**src/rtl/llc_stall_tracker_if.sv**
```systemverilog
// Signal bundle between the LLC decoder/process stages and llc_stall_tracker.
// The stall tracker drives the slave side; the pipeline (or bench) drives the master side.
interface llc_stall_tracker_if #(
  parameter int SET_BITS  = 8,
  parameter int TAG_BITS  = 16,
  parameter int NUM_STALL = 4,
  parameter int ADDR_BITS = 32,
  parameter int LEN_BITS  = 8
);
  localparam int IDX_BITS = (NUM_STALL > 1) ? $clog2(NUM_STALL) : 1;

  // Handshakes: a transfer happens on a rising edge where valid && ready. For alloc, ready is
  // alloc_ready; for resume, ready is resume_ack. A valid without ready is dropped, not held.
  // rel, wake, walk and dma inputs are single-cycle strobes with no ready.
  logic                 alloc_valid;
  logic [SET_BITS-1:0]  alloc_set;
  logic [TAG_BITS-1:0]  alloc_tag;
  logic                 alloc_ready;
  logic [IDX_BITS-1:0]  alloc_idx;
  logic                 rel_valid;
  logic [IDX_BITS-1:0]  rel_idx;
  logic [SET_BITS-1:0]  lookup_set;
  logic                 set_conflict;
  logic                 wake_valid;
  logic [SET_BITS-1:0]  wake_set;
  logic                 resume_valid;
  logic [IDX_BITS-1:0]  resume_idx;
  logic [SET_BITS-1:0]  resume_set;
  logic [TAG_BITS-1:0]  resume_tag;
  logic                 resume_ack;
  logic [IDX_BITS:0]    stall_count;
  logic                 walk_start;
  logic                 walk_mode;
  logic                 walk_step;
  logic                 walk_busy;
  logic                 walk_is_flush;
  logic [SET_BITS-1:0]  walk_set;
  logic                 walk_done;
  logic                 dma_load;
  logic [ADDR_BITS-1:0] dma_addr_in;
  logic [LEN_BITS-1:0]  dma_len;
  logic                 dma_step;
  logic [ADDR_BITS-1:0] dma_addr;
  logic                 dma_active;
  logic                 dma_last;

  modport slave (
    input  alloc_valid, alloc_set, alloc_tag, rel_valid, rel_idx, lookup_set,
           wake_valid, wake_set, resume_ack, walk_start, walk_mode, walk_step,
           dma_load, dma_addr_in, dma_len, dma_step,
    output alloc_ready, alloc_idx, set_conflict, resume_valid, resume_idx, resume_set,
           resume_tag, stall_count, walk_busy, walk_is_flush, walk_set, walk_done,
           dma_addr, dma_active, dma_last
  );

  modport master (
    output alloc_valid, alloc_set, alloc_tag, rel_valid, rel_idx, lookup_set,
           wake_valid, wake_set, resume_ack, walk_start, walk_mode, walk_step,
           dma_load, dma_addr_in, dma_len, dma_step,
    input  alloc_ready, alloc_idx, set_conflict, resume_valid, resume_idx, resume_set,
           resume_tag, stall_count, walk_busy, walk_is_flush, walk_set, walk_done,
           dma_addr, dma_active, dma_last
  );
endinterface

```
**src/rtl/llc_stall_tracker.sv**
```systemverilog
// Multi-entry LLC stall table with set-conflict lookup and set wakeup, plus the
// reset/flush set walker and the DMA line-address/beat counter.
module llc_stall_tracker #(
  parameter int SET_BITS  = 8,
  parameter int TAG_BITS  = 16,
  parameter int NUM_STALL = 4,
  parameter int ADDR_BITS = 32,
  parameter int LEN_BITS  = 8
) (
  input  logic                  clk,
  input  logic                  rst,
  llc_stall_tracker_if.slave    bus
);
  localparam int IDX_BITS = (NUM_STALL > 1) ? $clog2(NUM_STALL) : 1;
  localparam logic [SET_BITS-1:0] LAST_SET = {SET_BITS{1'b1}};

  logic [NUM_STALL-1:0] valid_q, woken_q, valid_d, woken_d;
  logic [SET_BITS-1:0]  set_q [NUM_STALL];
  logic [TAG_BITS-1:0]  tag_q [NUM_STALL];
  logic [IDX_BITS:0]    count_q, count_d;

  logic                 alloc_ready_c, resume_valid_c, conflict_c;
  logic [IDX_BITS-1:0]  alloc_idx_c, resume_idx_c;
  logic [SET_BITS-1:0]  resume_set_c;
  logic [TAG_BITS-1:0]  resume_tag_c;
  logic                 alloc_fire, ack_fire;

  // Priority pickers run high-to-low so the last hit is the lowest index.
  always_comb begin
    alloc_ready_c  = 1'b0;
    alloc_idx_c    = '0;
    resume_valid_c = 1'b0;
    resume_idx_c   = '0;
    resume_set_c   = '0;
    resume_tag_c   = '0;
    conflict_c     = 1'b0;
    for (int i = NUM_STALL - 1; i >= 0; i--) begin
      if (!valid_q[i]) begin
        alloc_ready_c = 1'b1;
        alloc_idx_c   = IDX_BITS'(i);
      end
      if (woken_q[i]) begin
        resume_valid_c = 1'b1;
        resume_idx_c   = IDX_BITS'(i);
        resume_set_c   = set_q[i];
        resume_tag_c   = tag_q[i];
      end
      if (valid_q[i] && set_q[i] == bus.lookup_set) conflict_c = 1'b1;
    end
  end

  assign alloc_fire = bus.alloc_valid && alloc_ready_c;
  assign ack_fire   = bus.resume_ack && resume_valid_c;

  // Wake sees only pre-edge valid entries, so a slot being allocated now stays unwoken.
  always_comb begin
    valid_d = valid_q;
    woken_d = woken_q;
    count_d = '0;
    for (int i = 0; i < NUM_STALL; i++) begin
      if (bus.wake_valid && valid_q[i] && set_q[i] == bus.wake_set) woken_d[i] = 1'b1;
      if ((bus.rel_valid && bus.rel_idx == IDX_BITS'(i)) ||
          (ack_fire && resume_idx_c == IDX_BITS'(i))) begin
        valid_d[i] = 1'b0;
        woken_d[i] = 1'b0;
      end
      if (alloc_fire && alloc_idx_c == IDX_BITS'(i)) begin
        valid_d[i] = 1'b1;
        woken_d[i] = 1'b0;
      end
      count_d = count_d + {{IDX_BITS{1'b0}}, valid_d[i]};
    end
  end

  always_ff @(posedge clk or posedge rst) begin
    if (rst) begin
      valid_q <= '0;
      woken_q <= '0;
      count_q <= '0;
      for (int i = 0; i < NUM_STALL; i++) begin
        set_q[i] <= '0;
        tag_q[i] <= '0;
      end
    end else begin
      valid_q <= valid_d;
      woken_q <= woken_d;
      count_q <= count_d;
      for (int i = 0; i < NUM_STALL; i++) begin
        if (alloc_fire && alloc_idx_c == IDX_BITS'(i)) begin
          set_q[i] <= bus.alloc_set;
          tag_q[i] <= bus.alloc_tag;
        end
      end
    end
  end

  assign bus.alloc_ready  = alloc_ready_c;
  assign bus.alloc_idx    = alloc_idx_c;
  assign bus.set_conflict = conflict_c;
  assign bus.resume_valid = resume_valid_c;
  assign bus.resume_idx   = resume_idx_c;
  assign bus.resume_set   = resume_set_c;
  assign bus.resume_tag   = resume_tag_c;
  assign bus.stall_count  = count_q;

  typedef enum logic {WALK_IDLE = 1'b0, WALK_RUN = 1'b1} walk_state_t;

  walk_state_t         walk_state_q, walk_state_d;
  logic [SET_BITS-1:0] walk_set_q, walk_set_d;
  logic                walk_flush_q, walk_flush_d;
  logic                walk_done_q, walk_done_d;

  // Reset lands in a reset-mode walk: the cache stalls until every set is initialised.
  always_ff @(posedge clk or posedge rst) begin
    if (rst) begin
      walk_state_q <= WALK_RUN;
      walk_set_q   <= '0;
      walk_flush_q <= 1'b0;
      walk_done_q  <= 1'b0;
    end else begin
      walk_state_q <= walk_state_d;
      walk_set_q   <= walk_set_d;
      walk_flush_q <= walk_flush_d;
      walk_done_q  <= walk_done_d;
    end
  end

  always_comb begin
    walk_state_d = walk_state_q;
    walk_set_d   = walk_set_q;
    walk_flush_d = walk_flush_q;
    walk_done_d  = 1'b0;
    case (walk_state_q)
      WALK_IDLE: begin
        if (bus.walk_start) begin
          walk_state_d = WALK_RUN;
          walk_set_d   = '0;
          walk_flush_d = bus.walk_mode;
        end
      end
      WALK_RUN: begin
        if (bus.walk_step) begin
          walk_set_d = walk_set_q + 1'b1;
          if (walk_set_q == LAST_SET) begin
            walk_state_d = WALK_IDLE;
            walk_done_d  = 1'b1;
          end
        end
      end
      default: walk_state_d = WALK_IDLE;
    endcase
  end

  assign bus.walk_busy     = (walk_state_q == WALK_RUN);
  assign bus.walk_is_flush = walk_flush_q;
  assign bus.walk_set      = walk_set_q;
  assign bus.walk_done     = walk_done_q;

  logic [ADDR_BITS-1:0] dma_addr_q;
  logic [LEN_BITS-1:0]  dma_rem_q;

  always_ff @(posedge clk or posedge rst) begin
    if (rst) begin
      dma_addr_q <= '0;
      dma_rem_q  <= '0;
    end else if (bus.dma_load) begin
      dma_addr_q <= bus.dma_addr_in;
      dma_rem_q  <= bus.dma_len;
    end else if (bus.dma_step && dma_rem_q != '0) begin
      dma_addr_q <= dma_addr_q + 1'b1;
      dma_rem_q  <= dma_rem_q - 1'b1;
    end
  end

  assign bus.dma_addr   = dma_addr_q;
  assign bus.dma_active = (dma_rem_q != '0);
  assign bus.dma_last   = (dma_rem_q == LEN_BITS'(1));
endmodule

```
**src/flat_wrapper.sv**
```systemverilog
// flat-port wrapper written by rule: the top's interface ports become plain ports
module llc_stall_tracker_flat 
#(
  parameter int SET_BITS  = 8,
  parameter int TAG_BITS  = 16,
  parameter int NUM_STALL = 4,
  parameter int ADDR_BITS = 32,
  parameter int LEN_BITS  = 8
)
  (clk, rst, bus_alloc_valid, bus_alloc_set, bus_alloc_tag, bus_rel_valid, bus_rel_idx, bus_lookup_set, bus_wake_valid, bus_wake_set, bus_resume_ack, bus_walk_start, bus_walk_mode, bus_walk_step, bus_dma_load, bus_dma_addr_in, bus_dma_len, bus_dma_step, bus_alloc_ready, bus_alloc_idx, bus_set_conflict, bus_resume_valid, bus_resume_idx, bus_resume_set, bus_resume_tag, bus_stall_count, bus_walk_busy, bus_walk_is_flush, bus_walk_set, bus_walk_done, bus_dma_addr, bus_dma_active, bus_dma_last);
  llc_stall_tracker_if #(.SET_BITS(SET_BITS), .TAG_BITS(TAG_BITS), .NUM_STALL(NUM_STALL), .ADDR_BITS(ADDR_BITS), .LEN_BITS(LEN_BITS)) bus_i ();
  input  logic clk;
  input  logic rst;
  input wire logic [$bits(bus_i.alloc_valid)-1:0] bus_alloc_valid;
  input wire logic [$bits(bus_i.alloc_set)-1:0] bus_alloc_set;
  input wire logic [$bits(bus_i.alloc_tag)-1:0] bus_alloc_tag;
  input wire logic [$bits(bus_i.rel_valid)-1:0] bus_rel_valid;
  input wire logic [$bits(bus_i.rel_idx)-1:0] bus_rel_idx;
  input wire logic [$bits(bus_i.lookup_set)-1:0] bus_lookup_set;
  input wire logic [$bits(bus_i.wake_valid)-1:0] bus_wake_valid;
  input wire logic [$bits(bus_i.wake_set)-1:0] bus_wake_set;
  input wire logic [$bits(bus_i.resume_ack)-1:0] bus_resume_ack;
  input wire logic [$bits(bus_i.walk_start)-1:0] bus_walk_start;
  input wire logic [$bits(bus_i.walk_mode)-1:0] bus_walk_mode;
  input wire logic [$bits(bus_i.walk_step)-1:0] bus_walk_step;
  input wire logic [$bits(bus_i.dma_load)-1:0] bus_dma_load;
  input wire logic [$bits(bus_i.dma_addr_in)-1:0] bus_dma_addr_in;
  input wire logic [$bits(bus_i.dma_len)-1:0] bus_dma_len;
  input wire logic [$bits(bus_i.dma_step)-1:0] bus_dma_step;
  output wire logic [$bits(bus_i.alloc_ready)-1:0] bus_alloc_ready;
  output wire logic [$bits(bus_i.alloc_idx)-1:0] bus_alloc_idx;
  output wire logic [$bits(bus_i.set_conflict)-1:0] bus_set_conflict;
  output wire logic [$bits(bus_i.resume_valid)-1:0] bus_resume_valid;
  output wire logic [$bits(bus_i.resume_idx)-1:0] bus_resume_idx;
  output wire logic [$bits(bus_i.resume_set)-1:0] bus_resume_set;
  output wire logic [$bits(bus_i.resume_tag)-1:0] bus_resume_tag;
  output wire logic [$bits(bus_i.stall_count)-1:0] bus_stall_count;
  output wire logic [$bits(bus_i.walk_busy)-1:0] bus_walk_busy;
  output wire logic [$bits(bus_i.walk_is_flush)-1:0] bus_walk_is_flush;
  output wire logic [$bits(bus_i.walk_set)-1:0] bus_walk_set;
  output wire logic [$bits(bus_i.walk_done)-1:0] bus_walk_done;
  output wire logic [$bits(bus_i.dma_addr)-1:0] bus_dma_addr;
  output wire logic [$bits(bus_i.dma_active)-1:0] bus_dma_active;
  output wire logic [$bits(bus_i.dma_last)-1:0] bus_dma_last;
  assign bus_i.alloc_valid = bus_alloc_valid;
  assign bus_i.alloc_set = bus_alloc_set;
  assign bus_i.alloc_tag = bus_alloc_tag;
  assign bus_i.rel_valid = bus_rel_valid;
  assign bus_i.rel_idx = bus_rel_idx;
  assign bus_i.lookup_set = bus_lookup_set;
  assign bus_i.wake_valid = bus_wake_valid;
  assign bus_i.wake_set = bus_wake_set;
  assign bus_i.resume_ack = bus_resume_ack;
  assign bus_i.walk_start = bus_walk_start;
  assign bus_i.walk_mode = bus_walk_mode;
  assign bus_i.walk_step = bus_walk_step;
  assign bus_i.dma_load = bus_dma_load;
  assign bus_i.dma_addr_in = bus_dma_addr_in;
  assign bus_i.dma_len = bus_dma_len;
  assign bus_i.dma_step = bus_dma_step;
  assign bus_alloc_ready = bus_i.alloc_ready;
  assign bus_alloc_idx = bus_i.alloc_idx;
  assign bus_set_conflict = bus_i.set_conflict;
  assign bus_resume_valid = bus_i.resume_valid;
  assign bus_resume_idx = bus_i.resume_idx;
  assign bus_resume_set = bus_i.resume_set;
  assign bus_resume_tag = bus_i.resume_tag;
  assign bus_stall_count = bus_i.stall_count;
  assign bus_walk_busy = bus_i.walk_busy;
  assign bus_walk_is_flush = bus_i.walk_is_flush;
  assign bus_walk_set = bus_i.walk_set;
  assign bus_walk_done = bus_i.walk_done;
  assign bus_dma_addr = bus_i.dma_addr;
  assign bus_dma_active = bus_i.dma_active;
  assign bus_dma_last = bus_i.dma_last;
  llc_stall_tracker #(.SET_BITS(SET_BITS), .TAG_BITS(TAG_BITS), .NUM_STALL(NUM_STALL), .ADDR_BITS(ADDR_BITS), .LEN_BITS(LEN_BITS)) u_core (.clk(clk), .rst(rst), .bus(bus_i));
endmodule
```
**config.mk**
```make
export PLATFORM = sky130hd
export DESIGN_NAME = llc_stall_tracker_flat
export DESIGN_NICKNAME = d
export VERILOG_FILES = /design/src/rtl/llc_stall_tracker_if.sv /design/src/rtl/llc_stall_tracker.sv /design/src/flat_wrapper.sv
export SDC_FILE = /design/constraint.sdc
export NUM_CORES = 1
export LEC_CHECK = 0
export ABC_AREA = 1
export BUFFER_PORTS_ARGS = -buffer_cell sky130_fd_sc_hd__clkbuf_2
export CORE_MARGIN = 2
export CORE_UTILIZATION = 27
export CTS_CLUSTER_DIAMETER = 100
export DETAILED_ROUTE_END_ITERATION = 8
export PLACE_DENSITY = 0.48
export SLEW_MARGIN = 15
export SYNTH_ARGS = -nofsm -noshare
export SYNTH_HDL_FRONTEND = slang
export SYNTH_SLANG_ARGS = --single-unit
```
**constraint.sdc**
```tcl
create_clock -name clk -period 7.7 [get_ports clk]
set_clock_uncertainty 0.1 [all_clocks]
set_input_delay 1.54 -clock clk [delete_from_list [all_inputs] [get_ports clk]]
set_output_delay 1.54 -clock clk [all_outputs]
set_load 0.02 [all_outputs]
```
==> qor.txt <==
1st-pass router iterations - 5
Main synth FF type - dfrtp_1
Crit path launch - u_core.woken_q[2]
RSZ-0062 raised after global routing - no
CTS tree - yes
Max-cap check violation count - 0
Pleak - 0.00576 µW
Net count after synthesis - 1458
Layout cell share with drive strength beyond 1 - 16.0%
Final setup violation count - 0
P_int - 1970 µW
Cell area after synthesis - 9350 µm²
WL final - 30.5 mm
Via count - 9106
Highest Clock Rate - 0.215 GHz
Clock Tree Buf Depth - 2
Ys async rst share - 100%
DP HPWL - 21.5 mm
Initial Utilization - 27.3%
Cell Count, Final, Fillers Out - 1971
Hold-critical path depth - 2
Clock network power share - 25.8%
Vias/cell - 4.62
First-pass GRT wire length - 48.8 mm
Clk slew on worst S/H paths - 0.07 ns
Reg power frac - 41.0%
Combinational fraction of design power - 33.3%
Drt drc - 0
Post-synth cell types - 43
# fillers - 3776
Slowest cell on crit path - dfrtp_1
Largest net degree at the start of global routing - 96
Root Buffer - clkbuf_16
CTS Hold Buffers Added - 0
CP startpoint kind - register
Most common cell after layout, fill and taps aside - nand2_1
Worst Reg2Reg Path Length in Cells - 10
Hold path start - u_core.tag_q[45]
DRT iter0 DRCs - 612
CP Capture Type - output pin
Slew headroom - 31.9%
Final slew viol count - 0
Die area - 36100 µm²
Minimum clock period - 4.65 ns
Tot GR Track Use - 17.4%
Critical path type - register to output pin
Sequential share of the synthesized area - 42.3%
Die Y - 190 µm
Arrival time worst endpoint - 3.01 ns
Status - complete, no violations
Area grow syn2layout - 19.2%
Layout Utilization - 32.5%
Warnings, synthesis - 0
Synthesis-stage register bit count - 158
Initial antenna violation count - 2
Leading cell types in the layout, fill and taps excluded - nand2_1 (512), clkbuf_2 (171), dfrtp_1 (157)
NumNets Final - 1603
Core ar. - 34300 µm²
Hold WC Path Type - register to register
Routability Congestion - 0.908
Drt wl/cell - 15.5 µm
# rows - 68
CP cell instances - clkinv_2, nand2_2, o221ai_1, nand2_1, o21ai_0, clkbuf_2
Clock Sinks - 158
Worst vdd ir - 147 µV
Post-CTS setup buffer count - 0
Total grt overflow - 0
Clock H-tree levels - 4
IO Pins - 172
Post-DRT Antenna Nets - 0
CP Max Fanout - 28
Clk_lat worst skew - 0.44 ns
Critical R2R Launch - u_core.woken_q[2]
Die Wd - 190 µm
Sw Ratio - 41.7%
Syn_area_per_cell - 6.89 µm²
Mapped Cells - 1357
Tot Pwr - 3370 µW
Worst slew pin tran - 1.02 ns
Dpl cells - 1938
EDFF count, synth - 0
PortBufs - 171
Period utilization - 60.3%
Setup TNS - 0 ns
Post_cts resized - 0
Slowest stage delay, CP - 0.80 ns
WP data required - 6.06 ns
Total clock buffers created by CTS - 17
PD cells - 302 nW/µm²
Final Hold Vio Count - 0
Vias in the first global route - 8697
Net Sw Power - 1400 µW
[cell families (layout without fill, tap and decap cells)]
logic type,after synthesis,count (layout),synth area share (%)
other,0,1,0
buffers and inverters,208,366,9.27
XOR/XNOR,17,17,1.59
flip-flops,158,158,42.3
AND/OR/NAND/NOR,752,752,33.1
adder cells (fa/ha/maj),8,8,1.15
AO/OA/AOI/OAI,214,214,12.6
[cell usage after synthesis, types with 6 or more instances]
library cell	n	area share, %
ha_1	7	0.94
nand4_1	10	0.67
buf_2	25	1.3
nor2_1	98	3.9
inv_1	150	6.0
o21bai_1	8	0.64
nand3_1	106	5.7
o221ai_1	8	0.75
o21ai_1	21	1.1
nor2_2	7	0.47
a21oi_1	31	1.7
o21ai_0	129	6.9
dfrtp_1	157	42
nand2_1	512	21
buf_6	6	0.72
clkbuf_1	17	0.68
xnor2_1	12	1.1
nand2_2	7	0.47
[state kept, by name, summed over array words and instances, names as in the netlist]
signal,flops
u_core.bus.stall_count,3
u_core.bus.walk_done,1
u_core.bus.walk_is_flush,1
u_core.tag_q,64
u_core.woken_q,4
u_core.bus.walk_set,8
u_core.dma_rem_q,8
u_core.set_q,32
u_core.valid_q,4
u_core.bus.walk_busy,1
u_core.bus.dma_addr,32
[worst max-delay path: cells and delay by family (launching register included)]
kind                   cells  cell delay, ns
AOI/OAI and AO/OA          2            0.30
buffers and inverters      2            0.88
DFF                        1            0.80
and+or+nand+nor            2            0.56
[stage by stage]
stage | cell area (µm²) | setup slack [ns] | hold slack, ns
6_report | 11100 | 3.05 | 0.379
3_5_place_dp | 10500 | 3.55 | 0.369
5_1_grt | 11100 | 2.86 | 0.409
4_1_cts | 11100 | 3.07 | 0.385
2_1_floorplan | 9350 | 1.80 | 0.348
3_3_place_gp | 10500 | 3.53 | 0.361
[power groups by stage]
stage / sequential, µW / combinational (µW) / clock [µW]
6_report: 1380 / 1120 / 868
3_5_place_dp: 1390 / 1130 / 0
2_1_floorplan: 1360 / 768 / 0
4_1_cts: 1380 / 1140 / 895
5_1_grt: 1420 / 1300 / 927
3_3_place_gp: 1390 / 1120 / 0
[area by class of cell]
cell class	instances	area [µm²]	area share (%)
Multi-Input combinational cell	991	4530	40.6
Inverter	157	596	5.35
Clock buffer	19	443	3.98
Sequential cell	158	3960	35.5
Clock inverter	13	148	1.33
Tap cell	455	569	5.11
Antenna cell	1	2.50	0.0225
Timing Repair Buffer	177	901	8.09
[layer usage]
metal	vias to the layer above	GRT usage, %	routed length [µm]
met3	27	3.82	1640
li1	4593	-	-
met2	229	28.6	14200
met1	4255	23.4	14300
met5	-	0	13
met4	2	4.29	348
[path summary, 6_finish.rpt]
check / slack [ns] / to
worst max register to register: 4.32 / u_core.bus.stall_count[1]
worst min register to register: 0.38 / u_core.tag_q[45]
worst max-delay path: 3.05 / bus_resume_set[5]
min in group asynchronous: 1.19 / u_core.bus.walk_set[7]
max in group asynchronous: 4.87 / u_core.tag_q[38]
worst min-delay path: 0.38 / u_core.tag_q[45]
No activity file was read; power rests on OpenSTA's default activity.
